--- config.mk ---
export PLATFORM = sky130hd
export DESIGN_NAME = rf_wport_arbiter
export DESIGN_NICKNAME = d
export VERILOG_FILES = /design/src/rtl/rf_arb_pkg.sv /design/src/rtl/rf_arb_fifo.sv /design/src/rtl/rf_wport_arbiter.sv
export SDC_FILE = /design/constraint.sdc
export NUM_CORES = 1
export LEC_CHECK = 0
export ABC_AREA = 1
export CAP_MARGIN = 20
export CORE_ASPECT_RATIO = 0.8
export CORE_MARGIN = 2
export CORE_UTILIZATION = 50
export CTS_CLUSTER_SIZE = 30
export DETAILED_ROUTE_END_ITERATION = 10
export GPL_TIMING_DRIVEN = 1
export PLACE_DENSITY_LB_ADDON = 0.08
export SLEW_MARGIN = 0
export SYNTH_ARGS = -nofsm -noshare
export SYNTH_HDL_FRONTEND = slang
export SYNTH_HIERARCHICAL = 1
export SYNTH_SLANG_ARGS = --single-unit
export TNS_END_PERCENT = 10
--- constraint.sdc ---
create_clock -name clk_i -period 2.75 [get_ports clk_i]
set_input_delay 0.55 -clock clk_i [delete_from_list [all_inputs] [get_ports clk_i]]
set_output_delay 0.55 -clock clk_i [all_outputs]
set_load 0.02 [all_outputs]
--- src/rtl/rf_arb_pkg.sv ---
// Shared constants and the long-latency result entry type for the register-file write-port arbiter.
package rf_arb_pkg;

    localparam int DW           = 32;
    localparam int AW           = 5;
    localparam int NREG         = 1 << AW;
    localparam int FIFO_DEPTH   = 2;
    localparam int STARVE_LIMIT = 4;

    typedef struct packed {
        logic [AW-1:0] rd;
        logic [DW-1:0] data;
    } rf_entry_t;

endpackage

--- src/rtl/rf_arb_fifo.sv ---
// Small synchronous FIFO buffering long-latency results; head is visible combinationally.
module rf_arb_fifo
    import rf_arb_pkg::*;
#(
    parameter int DEPTH = FIFO_DEPTH
) (
    input  logic      clk_i,
    input  logic      rst_n_i,
    input  logic      push_i,
    input  rf_entry_t push_data_i,
    input  logic      pop_i,
    output rf_entry_t head_o,
    output logic      full_o,
    output logic      empty_o
);

    localparam int PW = (DEPTH > 1) ? $clog2(DEPTH) : 1;

    rf_entry_t     mem_q [DEPTH];
    rf_entry_t     mem_d [DEPTH];
    logic [PW-1:0] wptr_q, wptr_d, rptr_q, rptr_d;
    logic [PW:0]   count_q, count_d;
    logic          do_push, do_pop;

    assign full_o  = (count_q == (PW+1)'(DEPTH));
    assign empty_o = (count_q == '0);
    assign do_push = push_i & ~full_o;
    assign do_pop  = pop_i & ~empty_o;
    assign head_o  = mem_q[rptr_q];

    // Pointers wrap naturally because DEPTH is a power of two.
    always_comb begin
        mem_d   = mem_q;
        wptr_d  = wptr_q;
        rptr_d  = rptr_q;
        if (do_push) begin
            mem_d[wptr_q] = push_data_i;
            wptr_d        = wptr_q + PW'(1);
        end
        if (do_pop) begin
            rptr_d = rptr_q + PW'(1);
        end
        count_d = count_q + (PW+1)'(do_push) - (PW+1)'(do_pop);
    end

    always_ff @(posedge clk_i or negedge rst_n_i) begin
        if (!rst_n_i) begin
            mem_q   <= '{default: '0};
            wptr_q  <= '0;
            rptr_q  <= '0;
            count_q <= '0;
        end else begin
            mem_q   <= mem_d;
            wptr_q  <= wptr_d;
            rptr_q  <= rptr_d;
            count_q <= count_d;
        end
    end

endmodule

--- src/rtl/rf_wport_arbiter.sv ---
// Shares the register-file write port between WB and buffered mul/div results, with a busy scoreboard.
// Optional starvation guard enabled by defining RF_ARB_STARVE_GUARD_EN.
module rf_wport_arbiter
    import rf_arb_pkg::*;
(
    input  logic            clk_i,
    input  logic            rst_n_i,
    input  logic            wb_we_i,
    input  logic [AW-1:0]   wb_wr_i,
    input  logic [DW-1:0]   wb_wd_i,
    input  logic            lu_issue_i,
    input  logic [AW-1:0]   lu_issue_rd_i,
    input  logic            lu_valid_i,
    input  logic [AW-1:0]   lu_rd_i,
    input  logic [DW-1:0]   lu_wd_i,
    output logic            lu_ready_o,
    input  logic [AW-1:0]   rR1_i,
    input  logic [AW-1:0]   rR2_i,
    output logic            hazard_o,
    output logic            rf_we_o,
    output logic [AW-1:0]   rf_wr_o,
    output logic [DW-1:0]   rf_wd_o,
    output logic            wb_stall_o,
    output logic [NREG-1:0] busy_o
);

    logic            armed_q, armed_d;
    logic [NREG-1:0] busy_q, busy_d;
    rf_entry_t       head, push_ent;
    logic            full, empty, push, pop, wb_req, force_lu;

    assign push_ent   = '{rd: lu_rd_i, data: lu_wd_i};
    assign lu_ready_o = ~full;
    assign push       = lu_valid_i & ~full;
    assign wb_req     = wb_we_i & (wb_wr_i != '0);
    assign busy_o     = busy_q;
    assign hazard_o   = ((rR1_i != '0) & busy_q[rR1_i]) | ((rR2_i != '0) & busy_q[rR2_i]);
    assign wb_stall_o = force_lu;

    rf_arb_fifo #(.DEPTH(FIFO_DEPTH)) u_fifo (
        .clk_i       (clk_i),
        .rst_n_i     (rst_n_i),
        .push_i      (push),
        .push_data_i (push_ent),
        .pop_i       (pop),
        .head_o      (head),
        .full_o      (full),
        .empty_o     (empty)
    );

`ifdef RF_ARB_STARVE_GUARD_EN
    localparam int SW = $clog2(STARVE_LIMIT + 1);

    logic [SW-1:0] starve_q, starve_d;

    assign force_lu = armed_q & ~empty & (starve_q == SW'(STARVE_LIMIT));

    always_comb begin
        starve_d = starve_q;
        if (pop) begin
            starve_d = '0;
        end else if (armed_q && !empty) begin
            starve_d = starve_q + SW'(1);
        end
    end

    always_ff @(posedge clk_i or negedge rst_n_i) begin
        if (!rst_n_i) begin
            starve_q <= '0;
        end else begin
            starve_q <= starve_d;
        end
    end
`else
    assign force_lu = 1'b0;
`endif

    // Port stays idle until the first edge after reset; an x0 head is popped without a write.
    always_comb begin
        pop     = 1'b0;
        rf_we_o = 1'b0;
        rf_wr_o = '0;
        rf_wd_o = '0;
        if (armed_q) begin
            if (wb_req && !force_lu) begin
                rf_we_o = 1'b1;
                rf_wr_o = wb_wr_i;
                rf_wd_o = wb_wd_i;
            end else if (!empty) begin
                pop = 1'b1;
                if (head.rd != '0) begin
                    rf_we_o = 1'b1;
                    rf_wr_o = head.rd;
                    rf_wd_o = head.data;
                end
            end
        end
    end

    // Clear first so a same-cycle issue to the retiring register keeps it busy.
    always_comb begin
        busy_d  = busy_q;
        armed_d = 1'b1;
        if (pop && rf_we_o) begin
            busy_d[head.rd] = 1'b0;
        end
        if (lu_issue_i && (lu_issue_rd_i != '0)) begin
            busy_d[lu_issue_rd_i] = 1'b1;
        end
    end

    always_ff @(posedge clk_i or negedge rst_n_i) begin
        if (!rst_n_i) begin
            armed_q <= 1'b0;
            busy_q  <= '0;
        end else begin
            armed_q <= armed_d;
            busy_q  <= busy_d;
        end
    end

endmodule

==> results.sh <==
export IMPL_ios=167
export IMPL_ant_nets=0
export IMPL_drv_slew=0
export IMPL_fmax_mhz=361
export IMPL_seqPwrFrac_pct=32.3
export IMPL_synth_top_area_share_pct=41.6
export IMPL_cp_end_kind="output port"
export IMPL_synth_cell_types=27
export IMPL_cts_made_buffers=9
export IMPL_wl_per_cell_microns=15.6
export IMPL_tritoncts="done"
export IMPL_clock_power_share_pct=13.4
export IMPL_grt_total_usage_pct=29.0
export IMPL_placedInstanceArea_sq_um=8660
export IMPL_worstMarginPinSlew_ns=0.731
export IMPL_final_common_cell="nand2_1"
export IMPL_portBuffers=165
export IMPL_yosys_top_cells_area="dfrtp_1 42%, nand2_1 24%, nand4_1 6.9%, nand3_1 4.5%, nor2_1 4.3%"
export IMPL_final_cells=1327
export IMPL_start_kind="primary input"
export IMPL_switchingPower_mw=4.15
export IMPL_initial_core_util_pct=51.5
export IMPL_first_pass_iters=7
export IMPL_grt_pass1_wl_mm=33.1
export IMPL_combinationalPowerShare_pct=54.4
export IMPL_root_buffer="clkbuf_16"
export IMPL_dieArea_sq_um=14300
export IMPL_slew_headroom_pct=51.3
export IMPL_finalWeightedCongestion=1.02
export IMPL_critPathKind="primary input to output port"
export IMPL_setup_slack_ns=-0.0193
export IMPL_htree_levels=3
export IMPL_first_global_vias=6372
export IMPL_hp_class="primary input to asynchronous set/reset pin"
export IMPL_fp_dieW_microns=133
export IMPL_syn_to_final_growth_pct=35.1
export IMPL_ys_seq_elements=111
export IMPL_syn_inst=976
export IMPL_diodes=0
export IMPL_syn_area_sq_um=6680
export IMPL_synthesis_nets=1072
export IMPL_core_sq_um=13000
export IMPL_status="finished, violations left"
export IMPL_arrival_ns=2.22
export IMPL_setup_violations=3
export IMPL_path_clk_slew_ns=0.07
export IMPL_rsz0062_at_grt="true"
export IMPL_power_density_nw_per_um2=1000
export IMPL_cts_max_path_buffers=2
export IMPL_switching_share_pct=45.8
export IMPL_finalCritPeriodShare_pct=101
export IMPL_final_cell_mix="421 x nand2_1, 124 x clkdlybuf4s50_1, 111 x dfrtp_1"
export IMPL_fin_crit_ns=2.77
export IMPL_synth_seq_area_share_pct=41.6
export IMPL_drcViolationCount=0
export IMPL_die_y_microns=107
export IMPL_path_max_fanout=7
export IMPL_post_route_util_pct=69.6
export IMPL_leakage_nw=4.66
export IMPL_totalWireLength_mm=20.7
export IMPL_grt_remaining_overflow=0
export IMPL_fp_row_count=37
export IMPL_viasPerCell=5.32
export IMPL_failed_checks="negative setup slack"
export IMPL_synth_area_per_cell_sq_um=6.84
export IMPL_final_net_count=1244
export IMPL_cts_sinks=111
export IMPL_hold_viol=0
export IMPL_synth_warnings=6
export IMPL_drv_cap=0
export IMPL_dp_cells=1304
export IMPL_fin_tns_setup_ns=-0.0406
export IMPL_clk_latency_ns=0.35
export IMPL_hold_ws_ns=0.110
export IMPL_final_cell_area_sq_um=9020
export IMPL_n_fill_cell=1186
export IMPL_finalClockSkew_ns=0.00556
export IMPL_vdd_drop_max_mv=0.532
export IMPL_pre_cts_slack_ns=-0.362
export IMPL_drt_initial_drc_count=618
export IMPL_drive_gt1_share_pct=13.5
export IMPL_p_int_mw=4.91
export IMPL_cp_data_required_time_ns=2.20
export IMPL_grt_max_degree=78
export IMPL_antenna_found_initial=0
export IMPL_synth_top_area_cell="dfrtp_1"
export IMPL_hpwl_mm=14.1
export IMPL_dr_total_vias=7061
export IMPL_total_power_mw=9.06
==> per-layer routing <==
layer	vias up	routed length, microns	GRT usage, %
met4	0	133	4.26
met1	3241	9630	44.9
met2	323	8860	41.6
met3	14	2040	7.34
li1	3483	-	-
met5	-	0	0
==> power by group through the flow <==
stage	combinational, mW	sequential, mW	clock, mW
floorplan	2.82	3.04	0
global placement	4.65	2.92	0
detailed placement	4.72	2.93	0
CTS	4.69	2.90	1.23
global route	5.49	3.01	1.31
finish	4.93	2.92	1.21
==> state kept, by name, indices dropped and copies added (netlist names) <==
signal / count
u_fifo/rptr_q: 1
u_fifo/count_q: 2
u_fifo/wptr_q: 1
armed_q: 1
u_fifo/mem_q: 74
busy_o: 32
==> synthesized netlist by cell type <==
master,instances
nand3_1,60
nand2_4,2
o211ai_1,1
nand2_1,427
nor3_1,30
nand4_1,74
o21ai_1,10
clkbuf_1,7
conb_1,2
buf_6,7
dfrtp_1,111
o21ai_0,26
inv_2,4
o32ai_1,1
nor2_1,76
nor4_1,1
buf_2,37
inv_1,67
nand2_2,2
buf_4,8
clkinv_1,1
nor3_4,3
ha_1,2
a31oi_1,2
nand3_2,1
nor3_2,13
nor2_2,1
==> timing repair <==
item	in CTS	in global routing
hold buffers	0	0
resized for setup	124	68
gates cloned	0	3
buffers inserted	0	5
endpoints found under the setup margin	39	38
pin swaps	0	4
==> cells by family (layout without fill, tap and decap cells) <==
| group | Yosys count | after routing | share of synthesized area, % |
|---|---|---|---|
| compound gates | 40 | 40 | 3.13 |
| buf+inv | 131 | 307 | 9.29 |
| fa+ha+maj | 2 | 2 | 0.375 |
| other cells | 2 | 2 | 0.112 |
| flops | 111 | 111 | 41.6 |
| simple gates | 690 | 690 | 45.5 |
==> layout make-up <==
class | instances | area (sq um) | area share, %
Sequential cell | 111 | 2780 | 30.8
Tap cell | 175 | 219 | 2.43
Inverter | 72 | 273 | 3.02
Multi-Input combinational cell | 734 | 3410 | 37.8
Timing Repair Buffer | 220 | 2080 | 23.0
Clock buffer | 12 | 246 | 2.73
Clock inverter | 3 | 20.0 | 0.222
==> worst max-delay path: stages <==
cell and delay (ns):
clkdlybuf4s50_1 0.45, nor2_2 0.19, nand3_2 0.11, nand2_4 0.14, o21ai_2 0.09, nand2_4 0.18, buf_12 0.16, inv_1 0.04
dlygate4sd2_1 0.31
==> final timing paths <==
check,endpoint,start,slack [ns],cells after the start
worst max-delay path,rf_we_o,wb_wr_i[3],-0.02,9
worst min-delay path,u_fifo/mem_q[8]$_DFFE_PN0P_,rst_n_i,0.11,1
worst max register to register,busy_o[24]$_DFF_PN0_,u_fifo/rptr_q$_DFFE_PN0P_,0.69,11
worst min register to register,busy_o[0]$_DFF_PN0_,busy_o[0]$_DFF_PN0_,0.42,0
max in group asynchronous,u_fifo/mem_q[36]$_DFFE_PN0P_,rst_n_i,1.93,2
min in group clk_i,busy_o[0]$_DFF_PN0_,busy_o[0]$_DFF_PN0_,0.42,0
Note: power is estimated with default switching activity, not from simulation.
